===== config.mk =====
export PLATFORM = sky130hd
export DESIGN_NAME = rom_row_scanner
export DESIGN_NICKNAME = d
export VERILOG_FILES = /design/src/rtl/rom_row_scanner.sv
export SDC_FILE = /design/constraint.sdc
export NUM_CORES = 1
export LEC_CHECK = 0
export ABC_CLOCK_PERIOD_IN_PS = 9650
export BUFFER_PORTS_ARGS = -buffer_cell sky130_fd_sc_hd__buf_2
export CAP_MARGIN = 40
export CORE_AREA = 2 2 164 134
export DETAILED_ROUTE_END_ITERATION = 6
export DIE_AREA = 0 0 166 136
export GPL_TIMING_DRIVEN = 0
export PLACE_DENSITY = 0.82
export SYNTH_ARGS = -nofsm -noshare
export SYNTH_HDL_FRONTEND = slang
export SYNTH_SLANG_ARGS = --single-unit
export TNS_END_PERCENT = 100

===== constraint.sdc =====
create_clock -name clk -period 9.65 [get_ports clk]
set_clock_uncertainty 0.2 [all_clocks]
set_input_delay 2.4125 -clock clk [delete_from_list [all_inputs] [get_ports clk]]
set_output_delay 2.4125 -clock clk [all_outputs]
set_load 0.05 [all_outputs]

===== src/rtl/rom_row_scanner.sv =====
// ==== rom_row_scanner : walks a ROM address range and serializes each row MSB-first ==== rev 1.0
`default_nettype none

module rom_row_scanner #(
  parameter int ADDR_W = 8,
  parameter int DATA_W = 208,
  parameter int COL_W  = 8
) (
  input  logic              clk,
  input  logic              reset,
  input  logic              start,
  input  logic [ADDR_W-1:0] first_addr,
  input  logic [ADDR_W-1:0] last_addr,
  output logic [ADDR_W-1:0] rom_addr,
  input  logic [DATA_W-1:0] rom_data,
  output logic              pix_out,
  output logic              pix_valid,
  input  logic              pix_ready,
  output logic [ADDR_W-1:0] row_idx,
  output logic [COL_W-1:0]  col_idx,
  output logic              busy,
  output logic              done
);

  typedef enum logic [1:0] {
    S_IDLE  = 2'd0,
    S_FETCH = 2'd1,
    S_SHIFT = 2'd2,
    S_DONE  = 2'd3
  } state_t;

  state_t            r_state;
  state_t            w_next;
  logic [ADDR_W-1:0] r_row;
  logic [ADDR_W-1:0] r_last;
  logic [DATA_W-1:0] r_shift;
  logic [COL_W-1:0]  r_col;
  logic              w_xfer;
  logic              w_row_end;
  logic              w_last_row;

  assign w_xfer     = (r_state == S_SHIFT) && pix_ready;
  assign w_row_end  = (r_col == COL_W'(DATA_W - 1));
  assign w_last_row = (r_row == r_last);

  always_ff @(posedge clk or posedge reset) begin
    if (reset) r_state <= S_IDLE;
    else       r_state <= w_next;
  end

  always_comb begin
    w_next = r_state;
    case (r_state)
      S_IDLE:  if (start) w_next = S_FETCH;
      S_FETCH: w_next = S_SHIFT;
      S_SHIFT: if (w_xfer && w_row_end) w_next = w_last_row ? S_DONE : S_FETCH;
      S_DONE:  w_next = S_IDLE;
      default: w_next = S_IDLE;
    endcase
  end

  // Row address doubles as the ROM address; it only advances when another row follows.
  always_ff @(posedge clk or posedge reset) begin
    if (reset) begin
      r_row   <= '0;
      r_last  <= '0;
      r_shift <= '0;
      r_col   <= '0;
    end else begin
      case (r_state)
        S_IDLE: begin
          if (start) begin
            r_row  <= first_addr;
            r_last <= last_addr;
          end
        end
        S_FETCH: begin
          r_shift <= rom_data;
          r_col   <= '0;
        end
        S_SHIFT: begin
          if (w_xfer) begin
            if (!w_row_end) begin
              r_shift <= {r_shift[DATA_W-2:0], 1'b0};
              r_col   <= r_col + COL_W'(1);
            end else if (!w_last_row) begin
              r_row <= r_row + ADDR_W'(1);
            end
          end
        end
        default: ;
      endcase
    end
  end

  assign pix_valid = (r_state == S_SHIFT);
  assign pix_out   = pix_valid & r_shift[DATA_W-1];
  assign busy      = (r_state != S_IDLE);
  assign done      = (r_state == S_DONE);
  assign rom_addr  = r_row;
  assign row_idx   = r_row;
  assign col_idx   = r_col;

endmodule

`default_nettype wire

==> flow_metrics.py, run 1 <==
metrics = {
    "run_status": {
        "status": "completed",
    },
    "logic_synthesis": {
        "yosysWarningCount": 0,
        "synth-edff-count": 0,
        "yosys_most_used_dff": "dfrtp_1",
        "postSynthCellCount": 1310,
        "synth.avg_cell_area_um2": 8.51,
        "yosys.area.top_type": "dfrtp_1",
        "synth-seq-cells": 234,
        "synthTopCellsByCount": "nand2_1 (423), dfrtp_1 (234), nor3_1 (209)",
        "syn_nets": 1540,
        "netlist_top_cells_area": "dfrtp_1 (53%), nand2_1 (14%), a31oi_1 (12%), nor3_1 (9.4%), clkbuf_1 (2.9%)",
        "yosysSeqAreaShare_pct": 52.5,
        "synth_most_common_cell": "nand2_1",
        "yosysTopAreaCellShare_pct": 52.5,
        "async_flop_share_pct": 100,
        "syn_area_um2": 11100,
        "synth_cell_type_count": 44,
    },
    "final_layout": {
        "fin_cells": 1892,
        "fin_area_um2": 13700,
        "drive_above_1_share_pct": 22.2,
        "area.growth.synth_to_final_pct": 23.4,
        "nets": 1823,
        "multi_input_area_um2": 4690,
        "n_fill_cell": 1742,
        "final-seq-area_um2": 5860,
    },
    "cts": {
        "cts_htree_levels": 1,
        "cts_buffer_depth": 3,
        "cts_made_buffers": 24,
        "cts_sinks": 234,
        "hold_buffers": 0,
        "cts_tree": "built",
        "postCtsSetupRepairBufs": 0,
        "cts_root_buffer": "clkbuf_16",
        "path_clk_slew_ns": 0.06,
        "clock_latency_ns": 0.52,
        "ctsResizeCount": 0,
    },
    "worst_setup_path": {
        "crit_chain": "nand2b_1 -> buf_2 -> inv_2 -> clkbuf_1 -> and2_1 -> buf_2",
        "critPathKind": "reg -> out",
        "r2r_slack_ns": 6.92,
        "worst_setup_path_start_kind": "register",
        "worst_path_most_repeated_cell": "buf_2",
        "r2r_start": "col_idx[0]$_DFFE_PP0P_",
        "worstSetupStartpoint": "r_state[0]$_DFFE_PP0P_",
        "cp-endpoint": "pix_out",
        "worstPathArrival_ns": 2.40,
        "cp_slowest_stage_delay_ns": 0.45,
        "ff2ff_path_depth": 9,
        "required_ns": 7.04,
        "reg2reg_to": "r_shift[151]$_DFFE_PP0P_",
        "crit_fanout": 10,
        "crit_path_top_delay_cell": "dfrtp_1",
        "cp-end-kind": "output pin",
    },
    "global_route": {
        "grt_usage_pct": 26.9,
        "grt_max_degree": 112,
        "antenna_found_initial": 6,
        "overflow": 0,
        "grt_pass1_wl_um": 50500,
        "grt_pass1_vias": 10200,
    },
    "placement": {
        "place_hpwl_um": 21500,
        "place.gp.congestion": 0.858,
        "placed_cell_area_um2": 12800,
        "io_buffers": 255,
        "dp_cells": 1842,
    },
    "drt": {
        "routed_wl_um": 30800,
        "viasPerCell": 5.75,
        "drt_iter0_markers": 1206,
        "dr.pass1.iters": 5,
        "antenna_left": 0,
        "routed-via-count": 10900,
        "drc": 0,
        "wl_per_cell_um": 16.3,
    },
    "timing": {
        "finalCriticalPeriod_ns": 5.01,
        "fin_crit_sh_pct": 51.9,
        "rsz0062_at_grt": "false",
        "hold_viol": 0,
        "holdWs_ns": 0.329,
        "finalSetupViolCount": 0,
        "maxSlewViolCount": 0,
        "max_freq_mhz": 200,
        "tightest_slew_ns": 0.808,
        "timing.setup.tns_ns": 0,
        "slew_headroom_pct": 45.9,
    },
    "floorplanning": {
        "core_um2": 21100,
        "die_h_um": 136,
        "die_area_um2": 22600,
        "dieWidth_um": 166,
        "io_pins": 256,
        "start_util_pct": 52.9,
        "fp-row-count": 48,
    },
    "power_and_ir_drop": {
        "p_total_mw": 5.00,
        "ir_worst_vdd_mv": 0.209,
        "power_leakage_nw": 6.19,
        "power.density_nw_per_um2": 364,
    },
    "flow_run": {
        "cap_viol_max_count": 0,
    },
    "worst_hold_path": {
        "hold_path_class": "reg -> reg",
    },
}
==> worst min-delay path by stage <==
stage / slack, ns / from / end / cells after the start
after floorplan: 0.30 / r_last[0]$_DFFE_PP0P_ / r_last[0]$_DFFE_PP0P_ / 1
after global placement: 0.31 / r_last[5]$_DFFE_PP0P_ / r_last[5]$_DFFE_PP0P_ / 1
after detailed placement: 0.32 / r_last[2]$_DFFE_PP0P_ / r_last[2]$_DFFE_PP0P_ / 1
after CTS: 0.33 / r_last[2]$_DFFE_PP0P_ / r_last[2]$_DFFE_PP0P_ / 1
after global routing: 0.36 / r_last[2]$_DFFE_PP0P_ / r_last[2]$_DFFE_PP0P_ / 1
final: 0.33 / r_last[2]$_DFFE_PP0P_ / r_last[2]$_DFFE_PP0P_ / 1
==> cell type report <==
class	instances	area share, %
clock buffers	36	5.36
inverters	9	0.300
clock inverters	8	1.22
flip-flops and latches	234	42.6
well taps	275	2.50
plain buffers	130	4.13
multi-input cells	937	34.1
diodes	6	0.109
repair buffers	257	9.69
==> sequential cells by signal, indices dropped and copies added (netlist names) <==
register,cells
r_shift,208
col_idx,8
r_state,2
r_last,8
rom_addr,8
==> per-stage QoR <==
step / util, % / worst slack [ns]
CTS: 65.1 / 4.60
floorplan: - / 0.620
finish: 65.2 / 4.64
global route: 65.1 / 4.49
global placement: 60.5 / -2.00
detailed placement: 60.8 / 5.16
==> cell usage in the layout, fill, tap and decap left out, drive strengths merged, types with 3 or more instances in the layout <==
| master | n |
|---|---|
| a22oi | 6 |
| a31oi | 208 |
| buf | 301 |
| bufinv | 5 |
| clkbuf | 122 |
| dfrtp | 234 |
| diode | 6 |
| inv | 9 |
| mux2 | 9 |
| nand2 | 423 |
| nand2b | 3 |
| nand3 | 10 |
| nand4 | 3 |
| nor2 | 7 |
| nor3 | 209 |
| o21ai | 5 |
| o311ai | 8 |
| xnor2 | 12 |
==> power by group <==
part | leakage, nW | internal (mW) | total [mW] | switching, mW
Clock | 0.442 | 0.660 | 1.05 | 0.393
Sequential | 2.62 | 1.48 | 1.77 | 0.297
Combinational | 3.12 | 0.796 | 2.17 | 1.38
==> cell families after synthesis <==
logic type                 after synthesis  share of synthesized area, %
buffers and inverters                  139                          5.40
xor gates and xnor gates                12                         0.943
and+or+nand+nor                        669                          25.6
DFF                                    234                          52.5
muxes                                   10                         0.999
AOI/OAI and AO/OA                      244                          14.2
adders and majority gates                2                         0.225
==> worst max-delay path, delay by kind of cell (launching register included) <==
kind | cells | cell delay, ns
and+or+nand+nor | 2 | 0.36
DFF | 1 | 0.45
buffers and inverters | 4 | 1.08
==> per-layer routing <==
| layer | track usage [%] | vias to the layer above | wire, um |
|---|---|---|---|
| met4 | 7.20 | 2 | 795 |
| met1 | 39.0 | 5154 | 13600 |
| li1 | - | 5174 | - |
| met3 | 5.76 | 63 | 2630 |
| met5 | 0 | - | 13 |
| met2 | 41.5 | 494 | 13800 |
No activity file was read; power rests on OpenSTA's default activity.
==> run 2, diff against run 1 <==
==> config.mk (replaced) <==
export PLATFORM = sky130hd
export DESIGN_NAME = rom_row_scanner
export DESIGN_NICKNAME = d
export VERILOG_FILES = /design/src/rtl/rom_row_scanner.sv
export SDC_FILE = /design/constraint.sdc
export NUM_CORES = 1
export LEC_CHECK = 0
export ABC_AREA = 1
export ABC_CLOCK_PERIOD_IN_PS = 4050
export BUFFER_PORTS_ARGS = -buffer_cell sky130_fd_sc_hd__buf_2
export CAP_MARGIN = 40
export CORE_AREA = 2 2 184 150
export DETAILED_ROUTE_END_ITERATION = 6
export DIE_AREA = 0 0 186 152
export GPL_TIMING_DRIVEN = 0
export PLACE_DENSITY = 0.8
export SYNTH_ARGS = -nofsm -noshare
export SYNTH_HDL_FRONTEND = slang
export SYNTH_SLANG_ARGS = --single-unit
export TNS_END_PERCENT = 100
==> constraint.sdc (replaced) <==
create_clock -name clk -period 4.05 [get_ports clk]
set_clock_uncertainty 0.2 [all_clocks]
set_input_delay 1.0125 -clock clk [delete_from_list [all_inputs] [get_ports clk]]
set_output_delay 1.0125 -clock clk [all_outputs]
set_load 0.05 [all_outputs]
==> flow_metrics.py, run 2 <==
metrics = {
    "cts": {
        "cts_buffer_depth": 3,
        "ctsResizeCount": 0,
        "cts_tree": "built",
        "cts_root_buffer": "clkbuf_16",
        "cts_made_buffers": 27,
        "postCtsSetupRepairBufs": 0,
        "cts_htree_levels": 1,
        "cts_sinks": 234,
        "hold_buffers": 0,
        "path_clk_slew_ns": 0.06,
        "clock_latency_ns": 0.54,
    },
    "logic_synthesis": {
        "yosysTopAreaCellShare_pct": 44.0,
        "netlist_top_cells_area": "dfrtp_1 (44%), o211ai_2 (19%), o21ai_2 (9.9%), nand2_1 (7.9%), inv_1 (6.5%)",
        "postSynthCellCount": 1359,
        "yosys_most_used_dff": "dfrtp_1",
        "synth_cell_type_count": 33,
        "synth_most_common_cell": "nand2_1",
        "synth.avg_cell_area_um2": 9.79,
        "syn_area_um2": 13300,
        "syn_nets": 1589,
        "synth_top_family_by_area": "compound AO/OA/AOI/OAI gates",
        "synth_compound_area_share_pct": 32.1,
        "yosysWarningCount": 0,
        "synthTopCellsByCount": "nand2_1 (281), dfrtp_1 (234), inv_1 (230)",
        "synth-edff-count": 0,
        "async_flop_share_pct": 100,
        "yosysSeqAreaShare_pct": 44.0,
        "synth_mux_area_share_pct": 0.254,
        "synthAdderAreaFrac_pct": 0.188,
        "yosys.area_share.simple_pct": 10.7,
        "synth_xor_area_share_pct": 0.329,
        "yosys.area.top_type": "dfrtp_1",
        "synth-seq-cells": 234,
    },
    "drt": {
        "routed-via-count": 10500,
        "antenna_left": 0,
        "routed_wl_um": 31900,
        "dr.pass1.iters": 6,
        "drc": 0,
        "drt_iter0_markers": 650,
        "wl_per_cell_um": 15.7,
        "viasPerCell": 5.16,
    },
    "final_layout": {
        "nets": 1880,
        "layout_common_cells": "nand2_1 (281), buf_2 (280), dfrtp_1 (234), inv_1 (229), o211ai_2 (203)",
        "area.growth.synth_to_final_pct": 20.9,
        "largest_register": "r_shift",
        "n_fill_cell": 2223,
        "fin_area_um2": 16100,
        "final_core_util_pct": 60.3,
        "largest_reg_flops": 208,
        "drive_above_1_share_pct": 44.8,
        "final_common_cell": "nand2_1",
    },
    "global_route": {
        "grt_pass1_wl_um": 52900,
        "overflow": 0,
        "grt_max_degree": 39,
        "antenna_found_initial": 10,
        "grt_pass1_vias": 10500,
        "grt_usage_pct": 22.7,
    },
    "timing": {
        "fin_crit_sh_pct": 84.3,
        "rsz0062_at_grt": "false",
        "max_freq_mhz": 293,
        "finalSetupViolCount": 0,
        "slew_headroom_pct": 50.7,
        "maxSlewViolCount": 0,
        "holdWs_ns": 0.307,
        "hold_viol": 0,
        "tightest_slew_ns": 0.739,
        "fin_ws_ns": 0.635,
        "finalCriticalPeriod_ns": 3.41,
    },
    "power_and_ir_drop": {
        "ir_worst_vdd_mv": 0.272,
        "p_total_mw": 5.40,
        "power_leakage_nw": 8.72,
        "power.density_nw_per_um2": 336,
    },
    "run_status": {
        "status": "completed",
    },
    "worst_setup_path": {
        "crit_path_top_delay_cell": "dfrtp_1",
        "worst-path-stages": 6,
        "reg2reg_to": "r_shift[104]$_DFFE_PP0P_",
        "ff2ff_path_depth": 7,
        "path_delay_family": "buffers and inverters",
        "cp_slowest_stage_delay_ns": 0.40,
        "worstPathArrival_ns": 2.20,
        "crit_fanout": 10,
        "worstSetupStartpoint": "r_state[0]$_DFFE_PP0P_",
        "crit_chain": "inv_2 -> nand2_2 -> inv_2 -> buf_2 -> buf_2 -> buf_2",
        "cp-endpoint": "pix_valid",
        "worst_path_most_repeated_cell": "buf_2",
        "worst_setup_path_start_kind": "register",
        "r2r_start": "r_state[0]$_DFFE_PP0P_",
        "critPathKind": "reg -> out",
        "required_ns": 2.84,
        "r2r_slack_ns": 1.88,
        "crit_buf_inv": 5,
        "cp-end-kind": "output pin",
    },
    "floorplanning": {
        "fp-row-count": 54,
        "start_util_pct": 49.9,
        "dieWidth_um": 186,
        "io_pins": 256,
        "die_area_um2": 28300,
        "die_h_um": 152,
        "core_um2": 26700,
    },
    "placement": {
        "placed_cell_area_um2": 15200,
        "io_buffers": 255,
        "place_hpwl_um": 23000,
        "dp_slack_ns": 1.19,
        "place.gp.congestion": 0.906,
    },
    "worst_hold_path": {
        "hold_path_class": "in -> async",
    },
    "flow_run": {
        "cap_viol_max_count": 0,
    },
}
[run 2: logic make-up (layout without fill, tap and decap cells)]
group	Yosys count	count (layout)
other	0	7
buffers and inverters	338	648
AOI/OAI and AO/OA	431	431
and+or+nand+nor	346	346
xor gates and xnor gates	5	5
adders and majority gates	2	2
DFF	234	234
muxes	3	3
[run 2: metal layers]
metal	share of wire (%)	vias up	GRT usage [%]
met3	5.9	82	4.39
met1	44	5062	32.2
met2	46	286	34.7
met4	3.5	4	8.29
met5	0.056	-	0
li1	-	5098	-
[run 2: stage by stage]
step | std cells | TNS, ns
6_report | 2040 | 0
5_1_grt | 2039 | 0
4_1_cts | 2033 | 0
3_5_place_dp | 1985 | 0
3_3_place_gp | 1978 | -415.29
2_1_floorplan | 1359 | -52.98
[run 2: worst min-delay path by stage]
stage / end / slack [ns]
2_1_floorplan: r_shift[46]$_DFFE_PP0P_ / 0.29
5_1_grt: r_shift[110]$_DFFE_PP0P_ / 0.31
3_5_place_dp: r_shift[44]$_DFFE_PP0P_ / 0.31
6_report: r_shift[103]$_DFFE_PP0P_ / 0.31
3_3_place_gp: r_shift[42]$_DFFE_PP0P_ / 0.30
4_1_cts: r_shift[104]$_DFFE_PP0P_ / 0.29
[run 2: layout make-up]
class / instances / area, um2 / area share, %
Antenna cell: 7 / 17.5 / 0.109
Clock buffer: 41 / 788 / 4.90
Tap cell: 364 / 455 / 2.83
Multi-Input combinational cell: 787 / 5790 / 36.0
Buffer: 104 / 783 / 4.87
Sequential cell: 234 / 5860 / 36.4
Clock inverter: 7 / 92.6 / 0.575
Inverter: 234 / 882 / 5.48
Timing Repair Buffer: 262 / 1420 / 8.85
[run 2: where the power goes]
group / switching, mW / internal, mW / total [mW] / leakage [nW]
Combinational: 0.382 / 0.188 / 0.571 / 5.06
Sequential: 0.0354 / 2.36 / 2.40 / 3.23
Clock: 0.969 / 1.46 / 2.43 / 0.434
Total: 1.39 / 4.01 / 5.40 / 8.72
